==> src/rtl/fifo_uart_tx_pkg.sv <==
// rtl/fifo_uart_tx_pkg.sv - shared types and sizing helpers for the FIFO UART drain stage
// Optional parity frame bit is enabled by FIFO_UART_TX_PARITY_EN.
package fifo_uart_tx_pkg;

    typedef enum logic [2:0] {
        IDLE   = 3'd0,
        START  = 3'd1,
        DATA   = 3'd2,
        PARITY = 3'd3,
        STOP   = 3'd4
    } tx_state_t;

`ifdef FIFO_UART_TX_PARITY_EN
    localparam int PARITY_BITS = 1;
`else
    localparam int PARITY_BITS = 0;
`endif

    function automatic int baud_cnt_w(input int clks_per_bit);
        return (clks_per_bit > 2) ? $clog2(clks_per_bit) : 1;
    endfunction

    function automatic int bit_cnt_w(input int data_width);
        return $clog2(data_width + 1);
    endfunction

    function automatic int frame_len(input int data_width, input int stop_bits,
                                     input int clks_per_bit);
        return (1 + data_width + PARITY_BITS + stop_bits) * clks_per_bit;
    endfunction

endpackage

==> src/rtl/uart_baud_counter.sv <==
// rtl/uart_baud_counter.sv - bit-time divider for the FIFO UART drain stage
// bit_tick marks the final rdclk cycle of each bit; the count is held at zero while idle.
module uart_baud_counter
    import fifo_uart_tx_pkg::*;
#(
    parameter int CLKS_PER_BIT = 16
) (
    input  logic rdclk,
    input  logic rdrst_n,
    input  logic run,
    output logic bit_tick
);

    localparam int BW = baud_cnt_w(CLKS_PER_BIT);

    logic [BW-1:0] count_q;
    logic [BW-1:0] count_d;
    logic          wrap;

    assign wrap     = (count_q == BW'(CLKS_PER_BIT - 1));
    assign bit_tick = run && wrap;

    always_comb begin
        count_d = count_q;
        if (!run || wrap) begin
            count_d = '0;
        end else begin
            count_d = count_q + 1'b1;
        end
    end

    always_ff @(posedge rdclk or negedge rdrst_n) begin
        if (!rdrst_n) begin
            count_q <= '0;
        end else begin
            count_q <= count_d;
        end
    end

endmodule

==> src/rtl/fifo_uart_tx.sv <==
// rtl/fifo_uart_tx.sv - pops FWFT FIFO words and serialises them as UART frames
// Even parity bit after the data bits when FIFO_UART_TX_PARITY_EN is defined.
module fifo_uart_tx
    import fifo_uart_tx_pkg::*;
#(
    parameter int DATA_WIDTH   = 8,
    parameter int CLKS_PER_BIT = 16,
    parameter int STOP_BITS    = 1
) (
    input  logic                  rdclk,
    input  logic                  rdrst_n,
    input  logic                  fifo_empty,
    input  logic [DATA_WIDTH-1:0] fifo_rdata,
    output logic                  fifo_rd_en,
    input  logic                  tx_enable,
    output logic                  tx,
    output logic                  busy,
    output logic                  frame_done
);

    localparam int BCW = bit_cnt_w(DATA_WIDTH);

    tx_state_t             state_q, state_d;
    logic [DATA_WIDTH-1:0] shift_q, shift_d;
    logic [DATA_WIDTH-1:0] shift_nxt;
    logic [BCW-1:0]        bit_cnt_q, bit_cnt_d;
    logic                  tx_q, tx_d;
    logic                  busy_q, busy_d;
`ifdef FIFO_UART_TX_PARITY_EN
    logic                  parity_q, parity_d;
`endif
    logic                  bit_tick;
    logic                  last_stop;
    logic                  pop;

    uart_baud_counter #(
        .CLKS_PER_BIT (CLKS_PER_BIT)
    ) u_baud (
        .rdclk    (rdclk),
        .rdrst_n  (rdrst_n),
        .run      (busy_q),
        .bit_tick (bit_tick)
    );

    assign shift_nxt = shift_q >> 1;
    assign last_stop = (state_q == STOP) && bit_tick && (bit_cnt_q == BCW'(STOP_BITS - 1));

    // Gated by reset so the FIFO never sees a pop strobe while this block is held in reset.
    assign pop = rdrst_n && tx_enable && !fifo_empty && ((state_q == IDLE) || last_stop);

    always_comb begin
        state_d   = state_q;
        shift_d   = shift_q;
        bit_cnt_d = bit_cnt_q;
        tx_d      = tx_q;
        busy_d    = busy_q;
`ifdef FIFO_UART_TX_PARITY_EN
        parity_d  = parity_q;
`endif
        case (state_q)
            IDLE: begin
                tx_d   = 1'b1;
                busy_d = 1'b0;
            end
            START: begin
                if (bit_tick) begin
                    state_d   = DATA;
                    tx_d      = shift_q[0];
                    bit_cnt_d = '0;
                end
            end
            DATA: begin
                if (bit_tick) begin
                    if (bit_cnt_q == BCW'(DATA_WIDTH - 1)) begin
                        bit_cnt_d = '0;
`ifdef FIFO_UART_TX_PARITY_EN
                        state_d   = PARITY;
                        tx_d      = parity_q;
`else
                        state_d   = STOP;
                        tx_d      = 1'b1;
`endif
                    end else begin
                        shift_d   = shift_nxt;
                        tx_d      = shift_nxt[0];
                        bit_cnt_d = bit_cnt_q + 1'b1;
                    end
                end
            end
            PARITY: begin
`ifdef FIFO_UART_TX_PARITY_EN
                if (bit_tick) begin
                    state_d   = STOP;
                    tx_d      = 1'b1;
                    bit_cnt_d = '0;
                end
`else
                state_d = IDLE;
                tx_d    = 1'b1;
                busy_d  = 1'b0;
`endif
            end
            STOP: begin
                if (bit_tick) begin
                    if (last_stop) begin
                        state_d   = IDLE;
                        tx_d      = 1'b1;
                        busy_d    = 1'b0;
                        bit_cnt_d = '0;
                    end else begin
                        bit_cnt_d = bit_cnt_q + 1'b1;
                    end
                end
            end
            default: begin
                state_d = IDLE;
                tx_d    = 1'b1;
                busy_d  = 1'b0;
            end
        endcase

        // A pop from IDLE or from the final stop cycle launches the next frame with no gap.
        if (pop) begin
            state_d   = START;
            tx_d      = 1'b0;
            busy_d    = 1'b1;
            shift_d   = fifo_rdata;
            bit_cnt_d = '0;
`ifdef FIFO_UART_TX_PARITY_EN
            parity_d  = ^fifo_rdata;
`endif
        end
    end

    always_ff @(posedge rdclk or negedge rdrst_n) begin
        if (!rdrst_n) begin
            state_q   <= IDLE;
            shift_q   <= '0;
            bit_cnt_q <= '0;
            tx_q      <= 1'b1;
            busy_q    <= 1'b0;
`ifdef FIFO_UART_TX_PARITY_EN
            parity_q  <= 1'b0;
`endif
        end else begin
            state_q   <= state_d;
            shift_q   <= shift_d;
            bit_cnt_q <= bit_cnt_d;
            tx_q      <= tx_d;
            busy_q    <= busy_d;
`ifdef FIFO_UART_TX_PARITY_EN
            parity_q  <= parity_d;
`endif
        end
    end

    assign fifo_rd_en = pop;
    assign tx         = tx_q;
    assign busy       = busy_q;
    assign frame_done = last_stop;

endmodule

==> config.mk <==
export PLATFORM = sky130hd
export DESIGN_NAME = fifo_uart_tx
export DESIGN_NICKNAME = d
export VERILOG_FILES = /design/src/rtl/fifo_uart_tx_pkg.sv /design/src/rtl/uart_baud_counter.sv /design/src/rtl/fifo_uart_tx.sv
export SDC_FILE = /design/constraint.sdc
export NUM_CORES = 1
export LEC_CHECK = 0
export ABC_AREA = 1
export BUFFER_PORTS_ARGS = -buffer_cell sky130_fd_sc_hd__buf_4
export CORE_UTILIZATION = 49
export DETAILED_ROUTE_END_ITERATION = 7
export PLACE_DENSITY_LB_ADDON = 0.25
export SYNTH_ARGS = -nofsm -noshare
export SYNTH_HDL_FRONTEND = slang
export SYNTH_SLANG_ARGS = --single-unit
==> constraint.sdc <==
create_clock -name rdclk -period 1.55 [get_ports rdclk]
set_input_delay 0.0775 -clock rdclk [delete_from_list [all_inputs] [get_ports rdclk]]
set_output_delay 0.0775 -clock rdclk [all_outputs]
set_load 0.01 [all_outputs]
* Word level (Yosys, flattened, before mapping)
Cells that the tools add are included.
Operators by class: $add $sub $neg 2, eq/ne operators 13, mux-type cells 30, reductions and logical operators 21
Operators by type and width (count):
- $mux W8 | 4
- $mux W4 | 7
- $mux W3 | 6
- $ne A3 B3 Y1 const B | 5
- $pmux W3 S4 | 1
- $pmux W4 S3 | 1
- $mux W1 | 9
- $add A4 B1 Y4 const B | 2
- $reduce_and A4 Y1 | 2
- $logic_and A1 B1 Y1 | 6
- $reduce_and A3 Y1 | 2
- $reduce_and A6 Y1 | 1
- $eq A4 B3 Y1 const B | 1
- $eq A4 B4 Y1 const B | 1
- $logic_not A4 Y1 | 1
- $ne A2 B2 Y1 const B | 2
- $reduce_bool A2 Y1 | 2
- $reduce_bool A4 Y1 | 1
- $eq A3 B1 Y1 const B | 1
- $eq A3 B2 Y1 const B | 1
- $eq A3 B3 Y1 const B | 1
- $logic_not A3 Y1 | 1
- $pmux W1 S3 | 1
- $logic_not A1 Y1 | 2
- 4 further kinds | 5
Word-level totals: flip-flop bits (word level) 21, input port bits 12, output and inout bits 4, word-level logic and storage cells 72

* Depth between registers and ports, before layout
Gate-level depths: netlist of the first run.
word-level depth 8, depth in mapped cells 11, mapped depth without buffers 11

* By module
From an unflattened synthesis of the first run, not the netlist that was laid out.
Second synthesis, totals: cells, all modules 148, area, all modules 1123.6 sq um
By module, submodules not included:
- fifo_uart_tx | times used 1, cells each 129, area each 935.9 sq um
- uart_baud_counter | times used 1, cells each 19, area each 187.7 sq um

* Worst setup path before layout of the first run
OpenSTA, ideal clock, no wires.
path type register -> register, from register u_baud.count_q[0], to register shift_q[1], library setup time 130 ps, arrival time 1337 ps, data required time 1420 ps, setup slack 83 ps, stages on the path, launching flop included 11, cell sequence dfrtp_1 ha_1 nand2_2 nor3_4 nand2_4 nand2_4 nand2_4 nand2_4 inv_4 nand2_1 o211ai_1
Between the ends: word-level cells in the longest chain between the ends 8, elaborated cells on any way between the ends 11
Ends and longest elaborated chain:
- start: declaration | line uart_baud_counter.sv:16 | logic [BW-1:0] count_q;
- start signal: assignment | line uart_baud_counter.sv:36 | count_q <= count_d;
- $eq A4 B4 Y1 * | line uart_baud_counter.sv:20 | assign wrap = (count_q == BW'(CLKS_PER_BIT - 1));
- $logic_and A1 B1 Y1 * | line uart_baud_counter.sv:21 | assign bit_tick = run && wrap;
- $logic_and A1 B1 Y1 (2 in series) | line fifo_uart_tx.sv:46 | assign last_stop = (state_q == STOP) && bit_tick && (bit_cnt_q == BCW'(STOP_BITS - 1));
- $logic_or A1 B1 Y1 | line fifo_uart_tx.sv:49 | assign pop = rdrst_n && tx_enable && !fifo_empty && ((state_q == IDLE) || last_stop);
- $logic_and A1 B1 Y1 | line fifo_uart_tx.sv:49
- $ne A2 B2 Y1 (no source line) or $reduce_bool A2 Y1 (tied branches)
- $reduce_and A3 Y1 (no source line)
- end signal: assignment | line fifo_uart_tx.sv:147 | shift_q <= shift_d;
- end: declaration | line fifo_uart_tx.sv:24 | logic [DATA_WIDTH-1:0] shift_q, shift_d;
Mark *: on every way between the ends. The rest lies on a longest branch, timed or not. A chain may end at the register's enable or synchronous reset.

* Final worst setup path of the first run
from register bit_cnt_q[0], to output frame_done
Between the ends: word-level cells in the longest chain between the ends 2
Ends and longest elaborated chain:
- start: declaration | line fifo_uart_tx.sv:26 | logic [BCW-1:0] bit_cnt_q, bit_cnt_d;
- start signal: assignment | line fifo_uart_tx.sv:148 | bit_cnt_q <= bit_cnt_d;
- $logic_not A4 Y1 | line fifo_uart_tx.sv:46
- $logic_and A1 B1 Y1 | line fifo_uart_tx.sv:46
- end: declaration | line fifo_uart_tx.sv:18 | output logic frame_done
Every way passes these cells.

==> run metrics, run 1 <==
status=finished, violations left; failing checks=hold timing, setup timing; Pint=1.36 mW; Critical Path Sink Type=output port; DRT iter0 DRCs=23; synthesized area per cell=8.64 sq um; Final Cell Area=0.00162 sq mm; Post-DP HPWL=1.63 mm; Clk pin slew, worst setup/hold paths=120 ps; Total Wirelength=2.63 mm; Hold Crit Class=in2reg; Hold Crit Depth=3; Overall Power=2.38 mW; Synth Register Bits=21; CTS tree=yes; Reg power frac=37.6%; leak pwr=0.848 nW; FF-to-FF setup slack=-60 ps; die height=51.0 um; cell count along the critical path=8; DIE AREA=0.00260 sq mm; share of cells above drive strength 1=41.1%; worst setup path start=bit_cnt_q[0]; Worst Tran Pin Value=359 ps; GPL Wtd Cong=0.878; worst endpoint required time=1470 ps; Buf+Inv Stages, Crit Path=4; largest net degree at the start of global routing=22; crit-path max FO=5; Critical-path top delay cell=dfrtp_1; EDFF count, synth=0; Non-Filler Instances=203; CTS max path bufs=2; CTS buffer count=3; Port Buffers=15; Crit Path Class=reg2out; Cell Pwr Density=1480 mW/mm^2; # IOs=16; crit path cell chain=inv_2 -> ha_1 -> nand2_1 -> nor2_2 -> nand2_4 -> buf_4 -> inv_1 -> buf_4; Gate Count Post-Synth=136; DR vias/cell=5.12; R2R depth=11; drt drc=0; clock network fraction of design power=11.1%; Worst slew margin=75.8%; delay-heaviest family, CP=flip-flops; worst vdd ir=1.02 mV; Placeable Area=0.00223 sq mm; CP arrival=1550 ps; area post-placement=0.00136 sq mm; clock sink count=21; max_cap viols=0; register area share after synthesis=44.8%; Final Hold Fails=1; Setup-failing EPs final=12; Netlist cell types=27; Synth Flop Type=dfrtp_1; area growth from synthesis to layout=37.6%; Vias=1039; fin crit share=105%; vias in the first global route=1017; most frequent cells in the layout=nand2_1, buf_4, dfrtp_1; Worst Min Path Start=fifo_rdata[6]; TritonRoute pass-1 iters=4; pre-CTS setup slack=-66.9 ps; origin of the critical flop-to-flop path=u_baud.count_q[0]; grt ovf=0; fin crit period=1630 ps; Initial Util=52.6%; RSZ-0062 raised after global routing=yes; WL per Instance=13.0 um; diode count=0; max-slew violation count=0; H-tree Lvls=1; switching share of power=42.9%; Hold WS=-0.751 ps; clock latency on the worst-skew pair=300 ps; Comb pwr share=51.3%; die width=51.0 um; Cells after DPL=184; CTS root buffer=clkbuf_4; first-pass GRT wire length=4.38 mm; Final nets=191; Post-synth ARST share=100%; post-route antenna net violation count=0; most common cell after layout, fill and taps aside=nand2_1; Overall Global Routing Usage=22.7%; skew final=7.00 ps; site row count=17; Ys Warns=0; Worst Setup Slack, final=-79.7 ps; Syn Std Cell Area=0.00117 sq mm; Layout fillers=164; Post-Syn Nets=151; peak per-stage delay on the critical path=420 ps; Switch Pwr=1.02 mW; startpoint types=register; Peak Freq=614 MHz; antenna violations before repair=0; final core utilization=72.4%; Top cell by count, worst path=buf_4
==> stage by stage <==
stage	setup TNS, ps	hold slack, ps
floorplan	0	-218
global placement	0	75.6
detailed placement	-409	78.8
CTS	-267	0.191
global route	-1850	9.49
finish	-512	-0.751
==> final cells by class <==
class                   instances  area (sq um)  share of cell area (%)
clock buffers                   4          26.3                    1.63
inverters                      17          71.3                    4.41
multi-input cells              98           667                    41.3
flip-flops and latches         21           527                    32.6
well taps                      28          35.0                    2.17
repair buffers                 35           290                    18.0
==> logic make-up after synthesis <==
logic type      Yosys count  share of synthesized area [%]
xor+xnor                  2                           1.49
fa+ha+maj                 3                           3.20
simple gates             74                           34.0
buf+inv                  17                           5.64
compound gates           19                           10.9
flops                    21                           44.8
==> final timing paths <==
check	end
worst max-delay path	frame_done
worst min-delay path	shift_q[6]
worst max register to register	bit_cnt_q[3]
worst min register to register	tx
max in group asynchronous	tx
min in group asynchronous	u_baud.count_q[1]
==> repair_timing <==
item	4_1_cts	5_1_grt
buffers inserted	7	4
pin swaps	5	9
setup endpoints to repair	16	17
hold endpoints to repair	24	0
gates resized for setup	12	14
hold buffers	5	0
==> power by group through the flow <==
| stage | clock [mW] | combinational, mW | sequential [mW] |
|---|---|---|---|
| finish | 0.265 | 1.22 | 0.897 |
| global route | 0.291 | 1.35 | 0.915 |
| CTS | 0.271 | 1.10 | 0.885 |
| detailed placement | 0 | 1.03 | 0.885 |
| global placement | 0 | 1.00 | 0.884 |
| floorplan | 0 | 0.743 | 0.868 |
==> cells in the mapped netlist (2+ instances only) <==
| master | number | area share [%] |
|---|---|---|
| dfrtp_1 | 20 | 43 |
| ha_1 | 3 | 3.2 |
| inv_1 | 12 | 3.8 |
| inv_2 | 4 | 1.3 |
| nand2_1 | 33 | 11 |
| nand2_2 | 6 | 3.2 |
| nand2_4 | 5 | 4.8 |
| nand3_1 | 12 | 5.1 |
| nor2_1 | 9 | 2.9 |
| nor2_2 | 2 | 1.1 |
| o211ai_1 | 4 | 2.6 |
| o21ai_0 | 6 | 2.6 |
| o21ai_1 | 4 | 1.7 |
| o21ai_2 | 2 | 1.5 |
| xor2_1 | 2 | 1.5 |
==> flip-flops by register name (all words and copies together) (netlist names) <==
| signal | count |
|---|---|
| tx | 1 |
| u_baud.count_q | 4 |
| state_q | 3 |
| shift_q | 8 |
| bit_cnt_q | 4 |
| busy | 1 |
==> routing by layer <==
| metal | track usage [%] | wire length [um] | up-vias | share of wire (%) |
|---|---|---|---|---|
| li1 | - | - | 522 | - |
| met1 | 28.4 | 1170 | 485 | 44 |
| met4 | 10.2 | 46 | 0 | 1.7 |
| met3 | 4.17 | 93 | 6 | 3.5 |
| met2 | 37.7 | 1330 | 26 | 50 |
| met5 | 0 | 0 | - | 0 |
==> tightest hold or removal path, stage by stage <==
cell      delay, ps
buf_4            70
nand2_1          40
o211ai_1         80
(Power assumes the default switching activity.)
==> inputs of run 2 (changes only) <==
--- a/config.mk
+++ b/config.mk
@@ -9,3 +9,5 @@
 export BUFFER_PORTS_ARGS = -buffer_cell sky130_fd_sc_hd__buf_4
-export CORE_UTILIZATION = 49
+export CELL_PAD_IN_SITES_DETAIL_PLACEMENT = 1
+export CELL_PAD_IN_SITES_GLOBAL_PLACEMENT = 2
+export CORE_UTILIZATION = 30
 export DETAILED_ROUTE_END_ITERATION = 7
==> constraint.sdc (replaced) <==
create_clock -name rdclk -period 1.55 [get_ports rdclk]
set_input_delay 0.2325 -clock rdclk [delete_from_list [all_inputs] [get_ports rdclk]]
set_output_delay 0.2325 -clock rdclk [all_outputs]
set_load 0.01 [all_outputs]
==> run metrics, run 2 (synthesis gave the netlist of run 1 again) <==
drt drc=0; Comb pwr share=46.5%; crit-path max FO=3; most common cell after layout, fill and taps aside=nand2_1; Post-DP HPWL=2.16 mm; Vias=1003; max-slew violation count=0; Overall Global Routing Usage=15.7%; clock latency on the worst-skew pair=270 ps; status=finished, violations left; site row count=22; Final Hold Fails=0; Peak Freq=590 MHz; TritonRoute pass-1 iters=4; FF-to-FF setup slack=-120 ps; reg2reg end=shift_q[1]; Setup-failing EPs final=17; fin crit share=109%; first-pass GRT wire length=4.93 mm; antenna violations before repair=0; Pint=1.40 mW; die height=64.6 um; max_cap viols=0; CTS root buffer=clkbuf_8; most frequent cells in the layout=nand2_1, buf_4, dfrtp_1; worst endpoint required time=1320 ps; share of cells above drive strength 1=38.2%; Crit Path Class=reg2out; largest net degree at the start of global routing=22; Switch Pwr=965 uW; post-route antenna net violation count=0; WL per Instance=12.6 um; crit path cell chain=inv_1 -> ha_1 -> nand2_1 -> nor2_2 -> nand2_4 -> buf_4 -> inv_2 -> buf_6; Critical Path Sink Type=output port; CTS buffer count=3; CTS max path bufs=2; Final nets=189; GPL Wtd Cong=0.798; startpoint types=register; Cell Pwr Density=1520 mW/mm^2; Total Wirelength=2.78 mm; skew final=8.47 ps; clock network fraction of design power=15.9%; R2R depth=12; Largest regs=shift_q: 8 flops, bit_cnt_q: 4 flops, u_baud.count_q: 4 flops; # IOs=16; die width=64.6 um; DRT iter0 DRCs=19; Worst Setup EP=frame_done; Critical-path top delay cell=dfrtp_1; largest reg by FF count=shift_q; CP arrival=1460 ps; vias in the first global route=1132; Placeable Area=0.00372 sq mm; Hold Crit Class=in2reg; Initial Util=31.6%; leak pwr=0.790 nW; Port Buffers=15; fin crit period=1690 ps; Worst slew margin=74.8%; DR vias/cell=4.54; Overall Power=2.37 mW; RSZ-0062 raised after global routing=yes; clock sink count=21; diode count=0; Worst Setup Slack, final=-144 ps; peak per-stage delay on the critical path=410 ps; failing checks=setup timing; DIE AREA=0.00417 sq mm; switching share of power=40.8%; area growth from synthesis to layout=32.4%; CTS tree=yes; Clk pin slew, worst setup/hold paths=90 ps; H-tree Lvls=1; final core utilization=41.9%; grt ovf=0; origin of the critical flop-to-flop path=bit_cnt_q[1]; pre-CTS setup slack=-76.1 ps; worst vdd ir=0.450 mV; Worst Tran Pin Value=374 ps; max reg flops=8; Reg power frac=37.5%; worst setup path start=bit_cnt_q[1]
## run 2: cell count changes in the layout (fill, tap and decap cells not counted), moves of 2 or more
cell,change
buf_4,+3
clkbuf_4,-3
clkbuf_8,+3
dlygate4sd3_1,-4
nand2_1,+4
nand2_4,-3
nand3_1,+3
nand3_2,-2
## run 2: how the worst min path moves through the flow
stage	to	startpoint	slack, ps	cells after the start
floorplan	bit_cnt_q[0]	rdrst_n	-60	0
global route	shift_q[3]	fifo_rdata[3]	180	3
detailed placement	state_q[0]	rdrst_n	260	2
global placement	state_q[0]	rdrst_n	260	2
CTS	shift_q[3]	fifo_rdata[3]	180	3
finish	shift_q[3]	fifo_rdata[3]	180	3
## run 2: power by group through the flow
stage | Clock [mW] | Combinational (mW) | Sequential (mW)
3_5_place_dp | 0 | 1.04 | 0.895
4_1_cts | 0.398 | 1.08 | 0.888
5_1_grt | 0.414 | 1.25 | 0.915
3_3_place_gp | 0 | 1.02 | 0.885
2_1_floorplan | 0 | 0.743 | 0.868
6_report | 0.377 | 1.10 | 0.888
## run 2: metal layers
layer	vias to the layer above	track usage (%)	routed length (um)
li1	512	-	-
met1	469	20.4	1370
met2	17	25.7	1280
met3	5	2.46	77
met4	0	6.67	54
met5	-	0	0
## run 2: cell type report
type / instances / area (sq um)
clock buffers: 3 / 41.3
inverters: 17 / 66.3
well taps: 48 / 60.1
multi-input cells: 98 / 592
fillers: 455 / 2160
repair buffers: 33 / 262
clock inverters: 1 / 7.51
flip-flops and latches: 21 / 527
## run 2: critical path: cells and delay by family (launching register included)
| kind | cells | cell delay (ps) |
|---|---|---|
| flip-flops | 1 | 410 |
| buffers and inverters | 4 | 370 |
| adder cells (fa/ha/maj) | 1 | 160 |
| AND/OR/NAND/NOR | 3 | 260 |
## run 2: repair_timing
item	4_1_cts	5_1_grt
resized for setup	6	1
endpoints found under the setup margin	15	19
hold endpoints to repair	20	0
hold buffers	1	0
buffers inserted	8	1
pin swaps	5	5
## run 2: stage by stage
stage	area (sq um)	TNS, ps	cells	hold slack (ps)
after floorplan	1170	0	136	-63.1
after global placement	1410	-63.4	207	264
after detailed placement	1410	-377	207	262
after CTS	1540	-2790	220	178
after global routing	1560	-3610	221	181
final	1560	-1430	221	178
